===== src/rtl/i2s_rx.sv =====
// i2s_rx: Philips-format I2S receiver running on clk_sys.
// Oversamples the asynchronous sclk/lrclk/sdata pins, deserializes each word,
// tracks word-length consistency to decide lock, and delivers left/right
// sample pairs with a one-cycle strobe.
module i2s_rx #(
  parameter int WIDTH   = 16,
  parameter int TIMEOUT = 255
) (
  input  logic             clk_sys,
  input  logic             reset,
  input  logic             sclk,
  input  logic             lrclk,
  input  logic             sdata,
  output logic [WIDTH-1:0] left_chan,
  output logic [WIDTH-1:0] right_chan,
  output logic             sample_valid,
  output logic             locked,
  output logic [5:0]       frame_bits
);

  localparam int            TW   = $clog2(TIMEOUT + 1);
  localparam logic [TW-1:0] TMAX = TW'(TIMEOUT);
  localparam logic [TW-1:0] TPRE = TW'(TIMEOUT - 1);

  // Pin conditioning
  logic sclk_s1, sclk_s2, sclk_h;
  logic lr_s1, lr_s2;
  logic sd_s1, sd_s2;
  logic sclk_rise;

  // Deserializer and lock state
  logic [WIDTH-1:0] shreg;
  logic [WIDTH-1:0] shreg_next;
  logic [WIDTH-1:0] left_hold;
  logic [5:0]       cnt;
  logic [5:0]       cnt_inc;
  logic [2:0]       lock_cnt;
  logic [2:0]       lock_next;
  logic [TW-1:0]    tcnt;
  logic             lr_prev;
  logic             lr_change;
  logic             partial;
  logic             left_seen;
  logic             len_ok;
  logic             locked_after;

  // Two-stage synchronizers plus an sclk history stage for edge detection.
  // NOTE: these are pure delay lines with no reset; clearing them on a short
  // mid-stream reset would fake an sclk edge once the pin value reappears.
  always_ff @(posedge clk_sys) begin
    sclk_s1 <= sclk;
    sclk_s2 <= sclk_s1;
    sclk_h  <= sclk_s2;
    lr_s1   <= lrclk;
    lr_s2   <= lr_s1;
    sd_s1   <= sdata;
    sd_s2   <= sd_s1;
  end

  assign sclk_rise    = sclk_s2 & ~sclk_h;
  assign lr_change    = lr_s2 != lr_prev;
  assign locked_after = lock_next == 3'd4;

  // Next shift-register contents, saturating bit count and lock-count update
  // for the bit arriving on the current sclk rise.
  // NOTE: every output of this block gets a default first so no latch is
  // inferred on paths that do not assign it.
  always_comb begin
    shreg_next = shreg;
    for (int i = 0; i < WIDTH; i++) begin
      if (int'(cnt) == WIDTH - 1 - i) shreg_next[i] = sd_s2;
    end
    cnt_inc = (cnt == 6'd63) ? 6'd63 : cnt + 6'd1;
    len_ok  = (cnt_inc >= 6'd8) && (cnt_inc == frame_bits);
    if (!len_ok)                lock_next = 3'd1;
    else if (lock_cnt == 3'd4)  lock_next = 3'd4;
    else                        lock_next = lock_cnt + 3'd1;
  end

  // Word assembly, finalize, lock tracking, delivery and timeout.
  // NOTE: state registers use non-blocking assignments so every read in this
  // block sees the value from before the clock edge.
  always_ff @(posedge clk_sys) begin
    if (reset) begin
      left_chan    <= '0;
      right_chan   <= '0;
      sample_valid <= 1'b0;
      locked       <= 1'b0;
      frame_bits   <= '0;
      shreg        <= '0;
      cnt          <= '0;
      lock_cnt     <= '0;
      tcnt         <= '0;
      partial      <= 1'b1;
      left_seen    <= 1'b0;
      left_hold    <= '0;
      // Track the live word select so a reset mid-word does not look like
      // a channel change on the next bit.
      lr_prev      <= lr_s2;
    end else begin
      sample_valid <= 1'b0;
      if (sclk_rise) begin
        tcnt    <= '0;
        lr_prev <= lr_s2;
        if (!lr_change) begin
          shreg <= shreg_next;
          cnt   <= cnt_inc;
        end else begin
          // The bit on a word-select change is the LSB of the previous word.
          shreg      <= '0;
          cnt        <= '0;
          frame_bits <= cnt_inc;
          if (partial) begin
            partial <= 1'b0;
          end else begin
            lock_cnt <= lock_next;
            locked   <= locked_after;
            if (!lr_prev) begin
              left_hold <= shreg_next;
              left_seen <= 1'b1;
            end else begin
              left_seen <= 1'b0;
              if (locked_after && left_seen) begin
                left_chan    <= left_hold;
                right_chan   <= shreg_next;
                sample_valid <= 1'b1;
              end
            end
          end
        end
      end else if (tcnt != TMAX) begin
        tcnt <= tcnt + 1'b1;
        if (tcnt == TPRE) begin
          // Bit clock lost: drop lock and treat the next word as a fragment.
          locked    <= 1'b0;
          lock_cnt  <= '0;
          partial   <= 1'b1;
          shreg     <= '0;
          cnt       <= '0;
          left_seen <= 1'b0;
        end
      end
    end
  end

endmodule


===== config.mk =====
export PLATFORM = sky130hd
export DESIGN_NAME = i2s_rx
export DESIGN_NICKNAME = d
export VERILOG_FILES = /design/src/rtl/i2s_rx.sv
export SDC_FILE = /design/constraint.sdc
export NUM_CORES = 1
export LEC_CHECK = 0
export CAP_MARGIN = 20
export CORE_ASPECT_RATIO = 0.9
export CORE_MARGIN = 3
export CORE_UTILIZATION = 30
export DETAILED_ROUTE_END_ITERATION = 16
export DONT_BUFFER_PORTS = 1
export GPL_TIMING_DRIVEN = 0
export HOLD_SLACK_MARGIN = 0.12
export PLACE_DENSITY_LB_ADDON = 0.25
export SYNTH_ARGS = -nofsm -noshare
export SYNTH_HDL_FRONTEND = slang
export SYNTH_SLANG_ARGS = --single-unit

===== constraint.sdc =====
create_clock -name clk_sys -period 2.4 [get_ports clk_sys]
set_input_delay 0.72 -clock clk_sys [delete_from_list [all_inputs] [get_ports clk_sys]]
set_output_delay 0.72 -clock clk_sys [all_outputs]
set_load 0.05 [all_outputs]

==> results.py, run 1 <==
metrics = {
    "run_status": {
        "outcome": "completed",
    },
    "grt": {
        "grt_first_pass_wirelength_mm": 17.8,
        "grt_pass1_vias": 3449,
        "antenna_found_initial": 0,
        "overflow": 0,
        "grt_usage_pct": 13.8,
        "grt_max_degree": 17,
    },
    "clock_network": {
        "cts_buffers": 9,
        "cts_tree": "done",
        "clockBufferDepth": 2,
        "cts.sinks": 99,
        "htree_num_levels": 3,
        "clk_latency_ns": 0.35,
        "cts-root-buf": "clkbuf_16",
        "clkTransAtPathRegs_ns": 0.07,
    },
    "pwr": {
        "clockPowerShare_pct": 43.9,
        "power.leakage_nw": 2.02,
        "p_int_w": 0.00260,
        "comb_power_share_pct": 6.0,
        "ir_drop_mv": 0.294,
        "switchingPower_w": 0.000798,
        "power_density_nw_per_um2": 613,
        "p_sw_share_pct": 23.5,
        "pwr-share-seq_pct": 50.1,
    },
    "logic_synthesis": {
        "synth-seq-cells": 99,
        "syn_area_sq_um": 4440,
        "ys_warn_count": 0,
        "async_flop_share_pct": 0,
        "yosysSeqAreaShare_pct": 44.9,
        "avgSynthCellArea_sq_um": 9.23,
        "synth_nets": 495,
        "synth_edf_count": 1,
        "synth_cells": 481,
        "synth_cell_types": 42,
        "synth_flop_cell": "dfxtp_1",
    },
    "sta": {
        "hold_viol": 0,
        "rsz0062_at_grt": "true",
        "min_period_over_period_pct": 98.7,
        "relSlewSlack_pct": 55.2,
        "fin_crit_ns": 2.37,
        "finalClockSkew_ns": 0.00918,
        "finalMaxSlewViolations": 0,
        "worst_pin_slew_ns": 0.670,
        "setup_viol": 0,
        "holdWs_ns": 0.330,
        "max_freq_ghz": 0.422,
    },
    "detailed_routing": {
        "drtIter0Drc": 187,
        "totalWireLength_mm": 11.0,
        "vias_per_cell": 4.79,
        "antenna_left": 0,
        "vias": 3441,
        "dr.pass1.iters": 4,
        "drcViolationCount": 0,
        "wl_per_cell_um": 15.3,
    },
    "critical_path": {
        "critical_path.max_fanout": 7,
        "path_class": "flip-flop to flip-flop",
        "crit_path_start": "cnt[0]",
        "crit_required_ns": 2.64,
        "rr_startpoint": "cnt[0]",
        "endpoint_kind": "flip-flop",
        "worstRegToRegCells": 9,
        "r2r-end": "right_chan[12]",
        "critPathLaunchType": "flip-flop",
        "arrival_ns": 2.61,
        "regToRegSetupSlack_ns": 0.03,
    },
    "floorplanning": {
        "ios": 45,
        "fp.dieH_um": 121,
        "die_x_um": 134,
        "core_sq_um": 14300,
        "dieArea_sq_um": 16300,
        "row_count": 41,
        "start_util_pct": 31.1,
    },
    "placement": {
        "place_hpwl_mm": 7.79,
        "gp_congestion": 0.830,
        "place_inst": 674,
        "portBuffers": 0,
    },
    "cells_and_area": {
        "drive_gt1_share_pct": 19.0,
        "area.growth.synth_to_final_pct": 24.8,
        "fin_util_pct": 38.8,
        "diodes": 0,
        "finalNetCount": 535,
        "instances_no_fill": 719,
    },
    "hold_path": {
        "hold_start": "sclk_s1",
        "holdPathStages": 0,
        "hold_path_end": "sclk_s2",
        "timing.hold.worst.class": "flip-flop to flip-flop",
    },
    "flow_run": {
        "cap_viol_max_count": 0,
    },
}
==> cell families after synthesis <==
group / synth area share, %
and+or+nand+nor: 22.3
DFF: 44.9
adders and majority gates: 2.54
AOI/OAI and AO/OA: 12.8
muxes: 11.7
buffers and inverters: 3.81
xor gates and xnor gates: 1.97
==> placed cells by master (no fill, tap or decap), drive strengths merged, types with 6 or more instances in the layout <==
master   instances
a2bb2oi         16
nor2b           25
buf             34
nor2            82
nand3            6
inv             11
a21oi           12
o21ai            6
mux2            16
nand2b          35
nand2           25
ha               9
clkbuf          35
mux2i           34
a211oi          20
dfxtp           98
and2             6
==> worst max-delay path by stage <==
stage                     end  slack [ns]  depth (start not counted)
2_1_floorplan  right_chan[12]        0.04                          8
3_3_place_gp   right_chan[14]       -0.54                          8
3_5_place_dp   right_chan[12]       -0.59                          8
4_1_cts        right_chan[10]       -0.17                         10
5_1_grt        right_chan[11]       -0.05                         10
6_report       right_chan[12]        0.03                          9
==> power by group through the flow <==
stage               sequential, W  clock (W)  combinational, W
floorplan                 0.00173          0          0.000116
global placement          0.00174          0          0.000152
detailed placement        0.00174          0          0.000155
CTS                       0.00170    0.00153          0.000183
global route              0.00170    0.00159          0.000221
finish                    0.00170    0.00149          0.000203
==> critical path: stages, from the launching register on <==
cell and delay (ns):
dfxtp_4 0.38, buf_4 0.16, nand3_1 0.14, o21a_1 0.25
nor3b_1 0.40, o2bb2ai_4 0.16, nor4b_4 0.17, buf_4 0.17
buf_12 0.13, mux2_4 0.29
==> state kept, by name, indices dropped and copies added, names as in the netlist, 3 cells and up <==
name,flops
cnt,6
tcnt,8
lock_cnt,3
left_chan,16
shreg,16
left_hold,16
right_chan,16
frame_bits,6
==> cell usage after synthesis (2+ instances only) <==
master | number | share of area [%]
ha_1 | 9 | 2.5
nor2b_1 | 25 | 3.5
nor2_1 | 82 | 6.9
mux2i_1 | 34 | 7.7
o211ai_1 | 2 | 0.34
mux2_2 | 2 | 0.51
clkbuf_1 | 24 | 2.0
a311oi_1 | 3 | 0.59
and2_1 | 6 | 0.85
a31oi_1 | 3 | 0.42
a2bb2oi_1 | 16 | 3.2
buf_4 | 3 | 0.51
o21ai_0 | 6 | 0.68
dfxtp_1 | 98 | 44
nand2_1 | 25 | 2.1
nor3b_1 | 4 | 0.68
buf_6 | 2 | 0.51
a22oi_1 | 2 | 0.34
or2_2 | 2 | 0.28
nand2b_1 | 35 | 4.9
o21a_1 | 3 | 0.51
inv_1 | 9 | 0.76
xor2_1 | 5 | 0.99
mux2_1 | 14 | 3.6
a21oi_1 | 12 | 1.4
nand4_1 | 5 | 0.70
xnor2_1 | 5 | 0.99
nand3_1 | 6 | 0.68
a211oi_1 | 20 | 3.4
a41oi_1 | 3 | 0.59
nor3_1 | 5 | 0.56
==> cell type report <==
class                      count  area (sq um)
tap                          193           241
buffer                        27           135
sequential                    99          2000
clock buffer                  11           243
inverter                       9          36.3
multi-input combinational    344          2530
clock inverter                 5          58.8
timing repair buffer          31           287
fill                        1460          8720
==> layer usage <==
metal  global-route usage (%)  vias up  share of wire (%)
li1                         -     1743                  -
met1                     18.6     1621                 49
met2                     21.1       66                 44
met3                     4.31       11                6.0
met4                     4.01        0                1.2
met5                        0        -                  0
==> through the flow <==
stage	TNS [ns]	setup WS, ns	power (W)	instance area [sq um]
floorplan	0	0.0441	0.00185	4460
global placement	-14.68	-0.544	0.00189	4700
detailed placement	-15.47	-0.587	0.00190	4700
CTS	-2.15	-0.167	0.00341	5330
global route	-0.445	-0.0471	0.00352	5540
finish	0	0.0319	0.00339	5540
==> timing repair <==
| item | 4_1_cts | 5_1_grt |
|---|---|---|
| pin swaps | 7 | 11 |
| gates resized for setup | 35 | 42 |
| setup endpoints to repair | 32 | 53 |
| setup buffers | 23 | 8 |
| hold buffers | 0 | 0 |
| gates cloned | 1 | 0 |
Note: power is estimated with default switching activity, not from simulation.
==> run 2: changes to the inputs <==
CELL_PAD_IN_SITES_DETAIL_PLACEMENT = 0   (was unset)
CELL_PAD_IN_SITES_GLOBAL_PLACEMENT = 1   (was unset)
SLEW_MARGIN = 30   (was unset)
==> results.py, run 2 (same netlist as run 1, synthesis figures left out) <==
metrics = {
    "placement": {
        "portBuffers": 0,
        "gp_congestion": 0.790,
        "place_area_sq_um": 4700,
        "place_hpwl_mm": 7.92,
        "place_inst": 674,
    },
    "detailed_routing": {
        "vias_per_cell": 4.79,
        "drtIter0Drc": 222,
        "dr.pass1.iters": 4,
        "antenna_left": 0,
        "vias": 3414,
        "drcViolationCount": 0,
        "wl_per_cell_um": 15.6,
        "totalWireLength_mm": 11.1,
    },
    "clock_network": {
        "cts-root-buf": "clkbuf_16",
        "cts_tree": "done",
        "clkTransAtPathRegs_ns": 0.07,
        "cts_hold_buf": 0,
        "htree_num_levels": 3,
        "clk_latency_ns": 0.36,
        "cts_buffers": 9,
        "clockBufferDepth": 2,
        "cts.sinks": 99,
    },
    "critical_path": {
        "arrival_ns": 2.67,
        "regToRegSetupSlack_ns": -0.03,
        "worstRegToRegCells": 10,
        "crit_required_ns": 2.64,
        "critPathLaunchType": "flip-flop",
        "path_class": "flip-flop to flip-flop",
        "r2r-end": "right_chan[3]",
        "endpoint_kind": "flip-flop",
        "rr_startpoint": "cnt[0]",
        "critical_path.max_fanout": 5,
    },
    "sta": {
        "relSlewSlack_pct": 55.9,
        "min_period_over_period_pct": 101,
        "rsz0062_at_grt": "true",
        "setup_viol": 7,
        "fin_ws_ns": -0.0290,
        "hold_viol": 0,
        "finalMaxSlewViolations": 0,
        "worst_pin_slew_ns": 0.661,
        "max_freq_ghz": 0.412,
        "fin_crit_ns": 2.43,
        "finalSetupTns_ns": -0.184,
        "finalClockSkew_ns": 0.00745,
    },
    "floorplanning": {
        "die_x_um": 134,
        "row_count": 41,
        "dieArea_sq_um": 16300,
        "fp.dieH_um": 121,
        "ios": 45,
        "start_util_pct": 31.1,
        "core_sq_um": 14300,
    },
    "run_status": {
        "violations": "negative setup slack",
        "outcome": "finished with violations",
    },
    "grt": {
        "grt_usage_pct": 14.2,
        "grt_first_pass_wirelength_mm": 18.1,
        "grt_max_degree": 18,
        "grt_pass1_vias": 3420,
        "antenna_found_initial": 0,
        "overflow": 0,
    },
    "hold_path": {
        "hold_path_end": "lr_s2",
        "timing.hold.worst.class": "flip-flop to flip-flop",
        "hold_start": "lr_s1",
        "holdPathStages": 0,
    },
    "cells_and_area": {
        "finalNetCount": 528,
        "fin_util_pct": 38.2,
        "diodes": 0,
        "drive_gt1_share_pct": 17.3,
        "finalInstanceArea_sq_um": 5440,
        "final_cell_mix": "92 x dfxtp_1, 81 x nor2_1, 35 x nand2b_1, 34 x mux2i_1, 25 x nor2b_1",
        "area.growth.synth_to_final_pct": 22.6,
        "instances_no_fill": 712,
        "layout_commonest_cell": "dfxtp_1",
    },
    "flow_run": {
        "cap_viol_max_count": 0,
    },
    "pwr": {
        "ir_drop_mv": 0.336,
        "power_density_nw_per_um2": 611,
        "finalPower_w": 0.00333,
        "power.leakage_nw": 1.98,
    },
}
-- run 2: stage by stage --
stage / hold slack [ns] / worst slack [ns]
finish: 0.330 / -0.0290
global route: 0.335 / -0.141
CTS: 0.330 / -0.175
detailed placement: 0.313 / -0.627
global placement: 0.314 / -0.610
floorplan: 0.310 / 0.0441
-- run 2: report_power, final --
part           leakage (nW)  internal (W)  switching [W]
Clock                 0.144      0.000774       0.000665
Sequential            0.807       0.00166      0.0000366
Combinational          1.03     0.0000773       0.000108
Total                  1.98       0.00252       0.000810
-- run 2: worst max-delay path by stage --
stage / start / endpoint / cells past startpoint
after floorplan: cnt[0] / right_chan[12] / 8
after global placement: cnt[0] / right_chan[12] / 8
after detailed placement: cnt[0] / right_chan[15] / 8
after CTS: cnt[0] / right_chan[6] / 10
after global routing: cnt[0] / right_chan[6] / 10
final: cnt[0] / right_chan[3] / 10
-- run 2: what timing repair did --
| action | in CTS | in global routing |
|---|---|---|
| gates cloned | 1 | 0 |
| resized for setup | 30 | 29 |
| buffers inserted | 11 | 10 |
| endpoints found under the setup margin | 32 | 49 |
| pin swaps | 6 | 12 |
-- run 2: critical path: stages, from the launching register on --
cell,delay [ns]
dfxtp_4,0.39
inv_4,0.05
ha_4,0.23
a41oi_4,0.22
xor2_2,0.19
o211ai_1,0.17
nor4b_4,0.35
buf_12,0.18
buf_12,0.11
buf_8,0.11
mux2_4,0.29
-- run 2: routing by layer --
metal  global-route usage [%]  up-vias  wire length, um
met5                        0        -                0
met4                     5.85        0              233
met3                     4.77       15              742
met2                     20.6       71             4610
met1                     19.5     1609             5540
li1                         -     1719                -
-- run 2: final cells by class --
| class | count | area (sq um) |
|---|---|---|
| tap | 193 | 241 |
| inverter | 9 | 36.3 |
| fill | 1454 | 8820 |
| clock inverter | 6 | 47.5 |
| multi-input combinational | 344 | 2490 |
| timing repair buffer | 22 | 221 |
| buffer | 29 | 151 |
| clock buffer | 10 | 250 |
| sequential | 99 | 2000 |
==> run 3: changes to the inputs <==
CTS_CLUSTER_DIAMETER = 200   (was unset)
SETUP_SLACK_MARGIN = 0.5   (was unset)
==> results.py, run 3 (same netlist as run 1, synthesis figures left out) <==
metrics = {
    "clock_network": {
        "clkTransAtPathRegs_ns": 0.07,
        "cts_hold_buf": 0,
        "cts-root-buf": "clkbuf_16",
        "cts_buffers": 9,
        "clockBufferDepth": 2,
        "cts_tree": "done",
        "htree_num_levels": 3,
        "clk_latency_ns": 0.35,
        "cts.sinks": 99,
    },
    "floorplanning": {
        "fp.dieH_um": 121,
        "row_count": 41,
        "start_util_pct": 31.1,
        "ios": 45,
        "core_sq_um": 14300,
        "die_x_um": 134,
        "dieArea_sq_um": 16300,
    },
    "hold_path": {
        "hold_path_end": "sclk_s2",
        "hold_start": "sclk_s1",
        "holdPathStages": 0,
        "timing.hold.worst.class": "flip-flop to flip-flop",
    },
    "grt": {
        "grt_first_pass_wirelength_mm": 18.0,
        "grt_pass1_vias": 3314,
        "overflow": 0,
        "antenna_found_initial": 0,
        "grt_usage_pct": 14.2,
        "grt_max_degree": 16,
    },
    "cells_and_area": {
        "layout_commonest_cell": "dfxtp_1",
        "final_cell_mix": "93 x dfxtp_1, 81 x nor2_1, 34 x mux2i_1, 34 x nand2b_1, 24 x nand2_1",
        "finalNetCount": 528,
        "finalInstanceArea_sq_um": 5540,
        "diodes": 0,
        "drive_gt1_share_pct": 19.8,
        "area.growth.synth_to_final_pct": 24.7,
        "fin_util_pct": 38.8,
        "instances_no_fill": 712,
    },
    "detailed_routing": {
        "met2WireLength_mm": 5.30,
        "routed.top_layer": "met4",
        "wl_per_cell_um": 16.0,
        "drtIter0Drc": 220,
        "drcViolationCount": 0,
        "dr.pass1.iters": 4,
        "vias_per_cell": 4.80,
        "vias": 3417,
        "totalWireLength_mm": 11.4,
        "met3WireLength_um": 501,
        "wl_met1_mm": 5.47,
        "antenna_left": 0,
    },
    "critical_path": {
        "crit_chain": "ha_4 -> nand3_4 -> o21a_4 -> o41ai_4 -> nand2_2 -> nor4b_4 -> buf_6 -> clkbuf_16 -> mux2_4",
        "critical-path-top-delay-family": "simple AND/OR/NAND/NOR gates",
        "slowest_stage": "dfxtp_4",
        "critical_path.max_fanout": 6,
        "cp.depth": 9,
        "max_stage_delay_ns": 0.40,
        "path_class": "flip-flop to flip-flop",
        "r2r-end": "right_chan[4]",
        "path_buf_inv": 2,
        "regToRegSetupSlack_ns": -0.07,
        "crit_path_start": "cnt[1]",
        "critPathLaunchType": "flip-flop",
        "worstRegToRegCells": 9,
        "rr_startpoint": "cnt[1]",
        "arrival_ns": 2.70,
        "crit_required_ns": 2.63,
        "endpoint_kind": "flip-flop",
    },
    "placement": {
        "place_area_sq_um": 4770,
        "portBuffers": 0,
        "place_inst": 674,
        "place_hpwl_mm": 7.87,
        "gp_congestion": 0.765,
        "pre_cts_ws_ns": -0.458,
    },
    "flow_run": {
        "cap_viol_max_count": 0,
    },
    "sta": {
        "relSlewSlack_pct": 56.1,
        "fin_crit_ns": 2.47,
        "max_freq_ghz": 0.406,
        "finalMaxSlewViolations": 0,
        "min_period_over_period_pct": 103,
        "holdWs_ns": 0.327,
        "hold_viol": 0,
        "setup_viol": 21,
        "worst_pin_slew_ns": 0.657,
        "rsz0062_at_grt": "true",
        "finalClockSkew_ns": 0.0106,
        "fin_ws_ns": -0.0656,
    },
    "pwr": {
        "power_density_nw_per_um2": 614,
        "power.leakage_nw": 2.03,
        "ir_drop_mv": 0.429,
    },
    "run_status": {
        "outcome": "finished with violations",
        "violations": "negative setup slack",
    },
}
==> run 3: cell types whose count changed in the layout (fill, tap and decap cells not counted), sizes merged <==
| cell | before | now |
|---|---|---|
| bufinv | 0 | 1 |
| buf | 27 | 29 |
| inv | 10 | 9 |
| clkbuf | 34 | 35 |
| clkinv | 4 | 1 |
==> run 3: final cells by class <==
type	instances	area (sq um)
Sequential cell	99	2000
Inverter	9	33.8
Multi-Input combinational cell	344	2520
Tap cell	193	241
Buffer	29	195
Fill cell	1475	8730
Timing Repair Buffer	22	231
Clock buffer	13	260
Clock inverter	3	46.3
==> run 3: worst max path at each step <==
stage	end
after floorplan	right_chan[12]
after detailed placement	right_chan[7]
after CTS	right_chan[3]
final	right_chan[4]
after global routing	right_chan[2]
after global placement	right_chan[9]
==> run 3: worst register-to-register path: stages (launching register included) <==
cell and delay, ns:
dfxtp_4 0.40, ha_4 0.20, nand3_4 0.11, o21a_4 0.24
o41ai_4 0.29, nand2_2 0.13, nor4b_4 0.29, buf_6 0.19
clkbuf_16 0.18, mux2_4 0.30
==> run 3: metal layers <==
| layer | vias up | GRT usage [%] |
|---|---|---|
| met5 | - | 0 |
| met4 | 0 | 4.71 |
| met3 | 12 | 4.02 |
| met2 | 46 | 22.6 |
| met1 | 1634 | 18.4 |
| li1 | 1725 | - |
==> run 3: what timing repair did <==
item                                   4_1_cts  5_1_grt
cloned                                       0        2
resized for setup                           35       38
setup endpoints to repair                   76       82
pin swaps                                    9       13
buffers inserted                            10       10
endpoints found under the hold margin        0        0
==> run 3: where the power goes <==
group	switching (W)	leakage [nW]	internal (W)	total [W]
clock	0.000645	0.146	0.000869	0.00151
sequential	0.0000355	0.806	0.00166	0.00170
combinational	0.000110	1.07	0.0000730	0.000183
==> run 3: through the flow <==
step                total power [W]  TNS, ns
floorplan                   0.00185        0
global placement            0.00190    -9.52
global route                0.00354    -3.53
detailed placement          0.00190   -11.39
CTS                         0.00343   -0.609
finish                      0.00340   -0.589
